--- config.mk ---
export PLATFORM = sky130hd
export DESIGN_NAME = rr_mux_arbiter_4
export DESIGN_NICKNAME = d
export VERILOG_FILES = /design/src/rtl/rr_mux_arbiter_4.sv
export SDC_FILE = /design/constraint.sdc
export NUM_CORES = 1
export LEC_CHECK = 0
export ABC_AREA = 0
export CAP_MARGIN = 20
export CORE_UTILIZATION = 41
export DETAILED_ROUTE_END_ITERATION = 12
export PLACE_DENSITY_LB_ADDON = 0.05
export SYNTH_ARGS = -nofsm -noshare
export SYNTH_HDL_FRONTEND = slang
export SYNTH_SLANG_ARGS = --single-unit
--- constraint.sdc ---
create_clock -name clk -period 6.8 [get_ports clk]
set_input_delay 1.36 -clock clk [delete_from_list [all_inputs] [get_ports clk]]
set_output_delay 1.36 -clock clk [all_outputs]
set_load 0.01 [all_outputs]
--- src/rtl/rr_mux_arbiter_4.sv ---
// Round-robin arbiter in front of a registered 4:1 data mux. Four sources
// compete for a single output register that is drained through a
// valid/ready stream. A source may keep winning for up to MAX_BURST
// back-to-back captures while others wait. A lone requester wins every cycle.

module rr_mux_arbiter_4 #(
   parameter int unsigned WIDTH     = 8,
   parameter int unsigned MAX_BURST = 1
) (
   input  logic                 clk,
   input  logic                 rst_n,
   input  logic [3:0]           i_req,
   input  logic [4*WIDTH-1:0]   i_in_data,
   output logic [3:0]           o_gnt,
   output logic                 o_out_valid,
   input  logic                 i_out_ready,
   output logic [WIDTH-1:0]     o_out_data,
   output logic [1:0]           o_out_sel
);

   localparam int unsigned     CntW   = $clog2(MAX_BURST + 1);
   localparam logic [CntW-1:0] MaxCnt = CntW'(MAX_BURST);

   typedef enum logic {StEmpty, StFull} state_e;

   state_e              r_state;
   state_e              w_state_nxt;
   logic [1:0]          r_ptr;
   logic [CntW-1:0]     r_burst_cnt;
   logic [CntW-1:0]     w_burst_nxt;
   logic                r_last_cap;
   logic [WIDTH-1:0]    r_out_data;
   logic [1:0]          r_out_sel;

   logic                w_slot_free;
   logic                w_capture;
   logic                w_hold;
   logic [1:0]          w_winner;
   logic [WIDTH-1:0]    w_mux_data;

   // The slot is free when empty or when the held word leaves at this edge.
   // Grants are suppressed while reset is asserted.
   assign w_slot_free = (r_state == StEmpty) || i_out_ready;
   assign w_capture   = rst_n && w_slot_free && (|i_req);

   // The current owner keeps the slot only if it captured last cycle,
   // still requests, and has burst budget left.
   assign w_hold = (r_burst_cnt < MaxCnt) && i_req[r_ptr] && r_last_cap;

   // Winner selection: burst continuation first, else rotate from ptr+1.
   always_comb begin
      w_winner = r_ptr;
      // Walk from lowest to highest priority so the closest requester wins.
      for (int i = 4; i >= 1; i--) begin
         if (i_req[r_ptr + 2'(i)]) begin
            w_winner = r_ptr + 2'(i);
         end
      end
      if (w_hold) begin
         w_winner = r_ptr;
      end
   end

   // Steer the winning source onto the register input.
   always_comb begin
      w_mux_data = '0;
      for (int i = 0; i < 4; i++) begin
         if (w_winner == 2'(i)) begin
            w_mux_data = i_in_data[i*WIDTH +: WIDTH];
         end
      end
   end

   // One-hot grant, only when a capture happens at the coming edge.
   always_comb begin
      o_gnt = 4'b0000;
      if (w_capture) begin
         o_gnt = 4'b0001 << w_winner;
      end
   end

   // Consecutive-grant count; restarts at 1 when ownership moves.
   always_comb begin
      w_burst_nxt = CntW'(1);
      if (w_winner == r_ptr) begin
         if (r_burst_cnt == MaxCnt) begin
            w_burst_nxt = r_burst_cnt;
         end else begin
            w_burst_nxt = r_burst_cnt + CntW'(1);
         end
      end
   end

   // Output register occupancy FSM next-state.
   always_comb begin
      w_state_nxt = r_state;
      unique case (r_state)
         StEmpty: begin
            if (w_capture) begin
               w_state_nxt = StFull;
            end
         end
         StFull: begin
            if (w_capture) begin
               w_state_nxt = StFull;
            end else if (i_out_ready) begin
               w_state_nxt = StEmpty;
            end
         end
         default: w_state_nxt = StEmpty;
      endcase
   end

   // Occupancy state register.
   always_ff @(posedge clk or negedge rst_n) begin
      if (!rst_n) begin
         r_state <= StEmpty;
      end else begin
         r_state <= w_state_nxt;
      end
   end

   // Arbitration state: pointer, burst count and capture continuity.
   always_ff @(posedge clk or negedge rst_n) begin
      if (!rst_n) begin
         r_ptr       <= 2'd3;
         r_burst_cnt <= '0;
         r_last_cap  <= 1'b0;
      end else begin
         r_last_cap <= w_capture;
         if (w_capture) begin
            r_ptr       <= w_winner;
            r_burst_cnt <= w_burst_nxt;
         end
      end
   end

   // Output data/select register; holds across drains and stalls.
   always_ff @(posedge clk or negedge rst_n) begin
      if (!rst_n) begin
         r_out_data <= '0;
         r_out_sel  <= 2'd0;
      end else if (w_capture) begin
         r_out_data <= w_mux_data;
         r_out_sel  <= w_winner;
      end
   end

   assign o_out_valid = (r_state == StFull);
   assign o_out_data  = r_out_data;
   assign o_out_sel   = r_out_sel;

endmodule

==> impl_metrics.env <==
export IMPL_outcome="completed"
export IMPL_setup_ws_ns=1.461
export IMPL_async_reset_ff_share_pct=100.0
export IMPL_synth_cell_types=29
export IMPL_fin_nets=177
export IMPL_hpwl_mm=1.770
export IMPL_worst_pin_slew_ns=0.5104
export IMPL_rsz0062_at_grt="no"
export IMPL_cts_buffers=3
export IMPL_report_final_slew_viol_count=0
export IMPL_drtIter0Drc=10
export IMPL_post_cts_buffers=0
export IMPL_setup_violations=0
export IMPL_worstPathCellList="clkdlybuf4s50_1 > nand2_1 > a311oi_1 > or3_1 > a21oi_2 > buf_4 > and3_2 > clkdlybuf4s50_1"
export IMPL_critPathKind="in2out"
export IMPL_power_clock_fraction_pct=11.8
export IMPL_cp_common_cell="clkdlybuf4s50_1"
export IMPL_finalSetupTns_ns=0
export IMPL_worstHoldStart="r_burst_cnt$_DFFE_PN0P_"
export IMPL_cts_buffer_depth=2
export IMPL_synth_ff_type="dfrtp_1"
export IMPL_syn_area_sq_um=1002
export IMPL_r2r_end="o_out_data[4]$_DFFE_PN0P_"
export IMPL_worst_r2r_cell_count=7
export IMPL_num_rows=17
export IMPL_max_slew_margin_pct=65.93
export IMPL_syn_avg_cell_area_sq_um=12.07
export IMPL_vias_per_cell=5.309
export IMPL_ys_ff_latch=15
export IMPL_synth_nets=122
export IMPL_reg2reg_from="r_ptr[1]$_DFFE_PN1P_"
export IMPL_worst_path_largest_cell_delay_ns=0.56
export IMPL_p_leak_nw=0.6338
export IMPL_synth_edf_count=0
export IMPL_skew_ns=0.01299
export IMPL_p_int_mw=0.2961
export IMPL_drcViolationCount=0
export IMPL_synth_common_cells="dfrtp_1, nand2_1"
export IMPL_netlist_instances=83
export IMPL_syn2layout_area_growth_pct=55.06
export IMPL_clk_pin_slew_ns=0.10
export IMPL_clock_sinks=15
export IMPL_grt_busiest_layer="met2"
export IMPL_p_comb_share_pct=53.7
export IMPL_grt_pass1_wl_mm=3.539
export IMPL_power_switching_mw=0.1405
export IMPL_whs_path_depth=1
export IMPL_wl_mm=2.239
export IMPL_cp_max_fo=9
export IMPL_cap_violations=0
export IMPL_crit_slowest_cell="clkdlybuf4s50_1"
export IMPL_die_area_sq_um=2646
export IMPL_rrSetupSlack_ns=4.03
export IMPL_grtUsageMet1_pct=20.57
export IMPL_power_per_cell_area_nw_per_um2=281.0
export IMPL_holdPathEnd="r_burst_cnt$_DFFE_PN0P_"
export IMPL_share_seq_of_total_power_pct=34.5
export IMPL_crit_required_ns=5.44
export IMPL_gp_congestion=0.6747
export IMPL_io_buffers=53
export IMPL_ant_nets=0
export IMPL_netlist_area_leader_share_pct=32.46
export IMPL_clk_latency_ns=0.29
export IMPL_ys_warn_count=0
export IMPL_hold_viol=0
export IMPL_worstSetupEndpointType="primary output"
export IMPL_p_sw_share_pct=32.18
export IMPL_antenna_found_initial=0
export IMPL_hold_path_class="reg2reg"
export IMPL_netlist_top_cells_area="dfrtp_1, mux4_2, mux4_1"
export IMPL_final_layout_size_suffix_gt1_share_pct=18.25
export IMPL_via_count=876
export IMPL_arrival_ns=3.98
export IMPL_pre_cts_slack_ns=1.455
export IMPL_startpoint_type="input port"
export IMPL_met3_usage_pct=5.952
export IMPL_core_area_sq_um=2255
export IMPL_grt_start_max_net_pins=17
export IMPL_yosysTopAreaCell="dfrtp_1"
export IMPL_track_usage_pct=18.59
export IMPL_cts_root_buf="clkbuf_4"
export IMPL_ir_worst_vdd_v=0.0001952
export IMPL_num_io_pins=54
export IMPL_finalCriticalPeriod_ns=5.339
export IMPL_start_util_pct=44.45
export IMPL_fp_dieW_um=51.44
export IMPL_diodes=0
export IMPL_grt_pass1_vias=879
export IMPL_firstDrtPassIters=4
export IMPL_cts_repair_resized=0
export IMPL_ys_seq_area_share_pct=37.70
export IMPL_grtUsageMet2_pct=32.90
export IMPL_hold_buffers=0
export IMPL_cts_tree="built"
export IMPL_fmax_mhz=187.3
export IMPL_grt_overflow_total=0
export IMPL_finalCritPeriodShare_pct=78.51
export IMPL_h_tree_depth=1
export IMPL_wl_per_cell_um=13.57
export IMPL_die_height_um=51.44
## critical path: cells and delay by family
family / cells / cell delay [ns]
AOI/OAI and AO/OA: 2 / 0.51
buffers and inverters: 3 / 1.33
and+or+nand+nor: 3 / 0.77
## power groups by stage
| stage | combinational, mW | sequential, mW | clock [mW] |
|---|---|---|---|
| 2_1_floorplan | 0.131 | 0.158 | 0 |
| 3_3_place_gp | 0.234 | 0.152 | 0 |
| 3_5_place_dp | 0.238 | 0.151 | 0 |
| 4_1_cts | 0.238 | 0.151 | 0.0533 |
| 5_1_grt | 0.253 | 0.155 | 0.0576 |
| 6_report | 0.234 | 0.151 | 0.0515 |
## cells in the final DEF (no fill, tap or decap)
cell / netlist / routed
o21ai_0: 2 / 2
a21oi_2: 1 / 1
inv_1: 3 / 3
nor3b_1: 1 / 1
clkdlybuf4s50_1: 0 / 53
o32a_1: 1 / 1
dfrtp_1: 13 / 13
or3_1: 1 / 1
clkbuf_4: 0 / 3
nand2b_2: 1 / 1
nand2_1: 13 / 13
dfstp_2: 2 / 2
mux2_4: 5 / 5
a21o_1: 1 / 1
o41ai_1: 1 / 1
mux4_2: 5 / 5
a21oi_1: 4 / 4
a311oi_1: 2 / 2
mux2_2: 3 / 3
nor3_1: 1 / 1
o311a_1: 1 / 1
mux4_1: 3 / 3
nor2_1: 5 / 5
buf_4: 1 / 2
o32ai_1: 1 / 1
and3_2: 1 / 1
and3_1: 1 / 1
nand2b_1: 5 / 5
a2111oi_2: 1 / 1
clkinv_2: 0 / 1
## routing by layer
layer	vias to the layer above	routed length [um]
met5	-	0
met4	0	21
met3	3	128
met2	35	1157
met1	418	931
li1	420	-
## area by class of cell
| class | instances | area (sq um) |
|---|---|---|
| fill | 194 | 700.7 |
| multi-input combinational | 60 | 556.8 |
| timing repair buffer | 55 | 545.5 |
| sequential | 15 | 377.9 |
| tap | 28 | 35.03 |
| clock buffer | 3 | 22.52 |
| inverter | 3 | 11.26 |
| clock inverter | 1 | 5.005 |
## state kept, by name, indices dropped and copies added, names as in the netlist
signal	flops
o_out_valid	1
r_ptr	2
r_last_cap	1
r_burst_cnt	1
o_out_sel	2
o_out_data	8
## worst max path at each step
stage	start	end	slack [ns]
2_1_floorplan	i_req[3]	o_gnt[1]	2.66
3_3_place_gp	i_req[3]	o_gnt[3]	1.51
3_5_place_dp	i_req[3]	o_gnt[3]	1.45
4_1_cts	i_req[3]	o_gnt[3]	1.45
5_1_grt	i_req[3]	o_gnt[3]	1.30
6_report	i_req[3]	o_gnt[3]	1.46
## metrics by stage
stage | cells | hold WS [ns] | power [mW] | cell area, sq um | utilization, %
after global placement | 161 | 0.4434 | 0.3857 | 1526 | 67.70
after CTS | 165 | 0.4872 | 0.4423 | 1554 | 68.92
after detailed placement | 161 | 0.4641 | 0.3891 | 1526 | 67.70
after global routing | 165 | 0.5155 | 0.4658 | 1554 | 68.92
after floorplan | 83 | 0.4247 | 0.2890 | 1002 | -
final | 165 | 0.4812 | 0.4366 | 1554 | 68.92
## logic make-up (layout without fill, tap and decap cells)
logic type | after synthesis | after routing | share of synthesized area [%]
compound gates | 15 | 15 | 11.61
flops | 15 | 15 | 37.70
mux | 16 | 16 | 29.96
buf+inv | 8 | 62 | 6.741
simple gates | 29 | 29 | 13.98
Power figures use the tool's default switching activity.
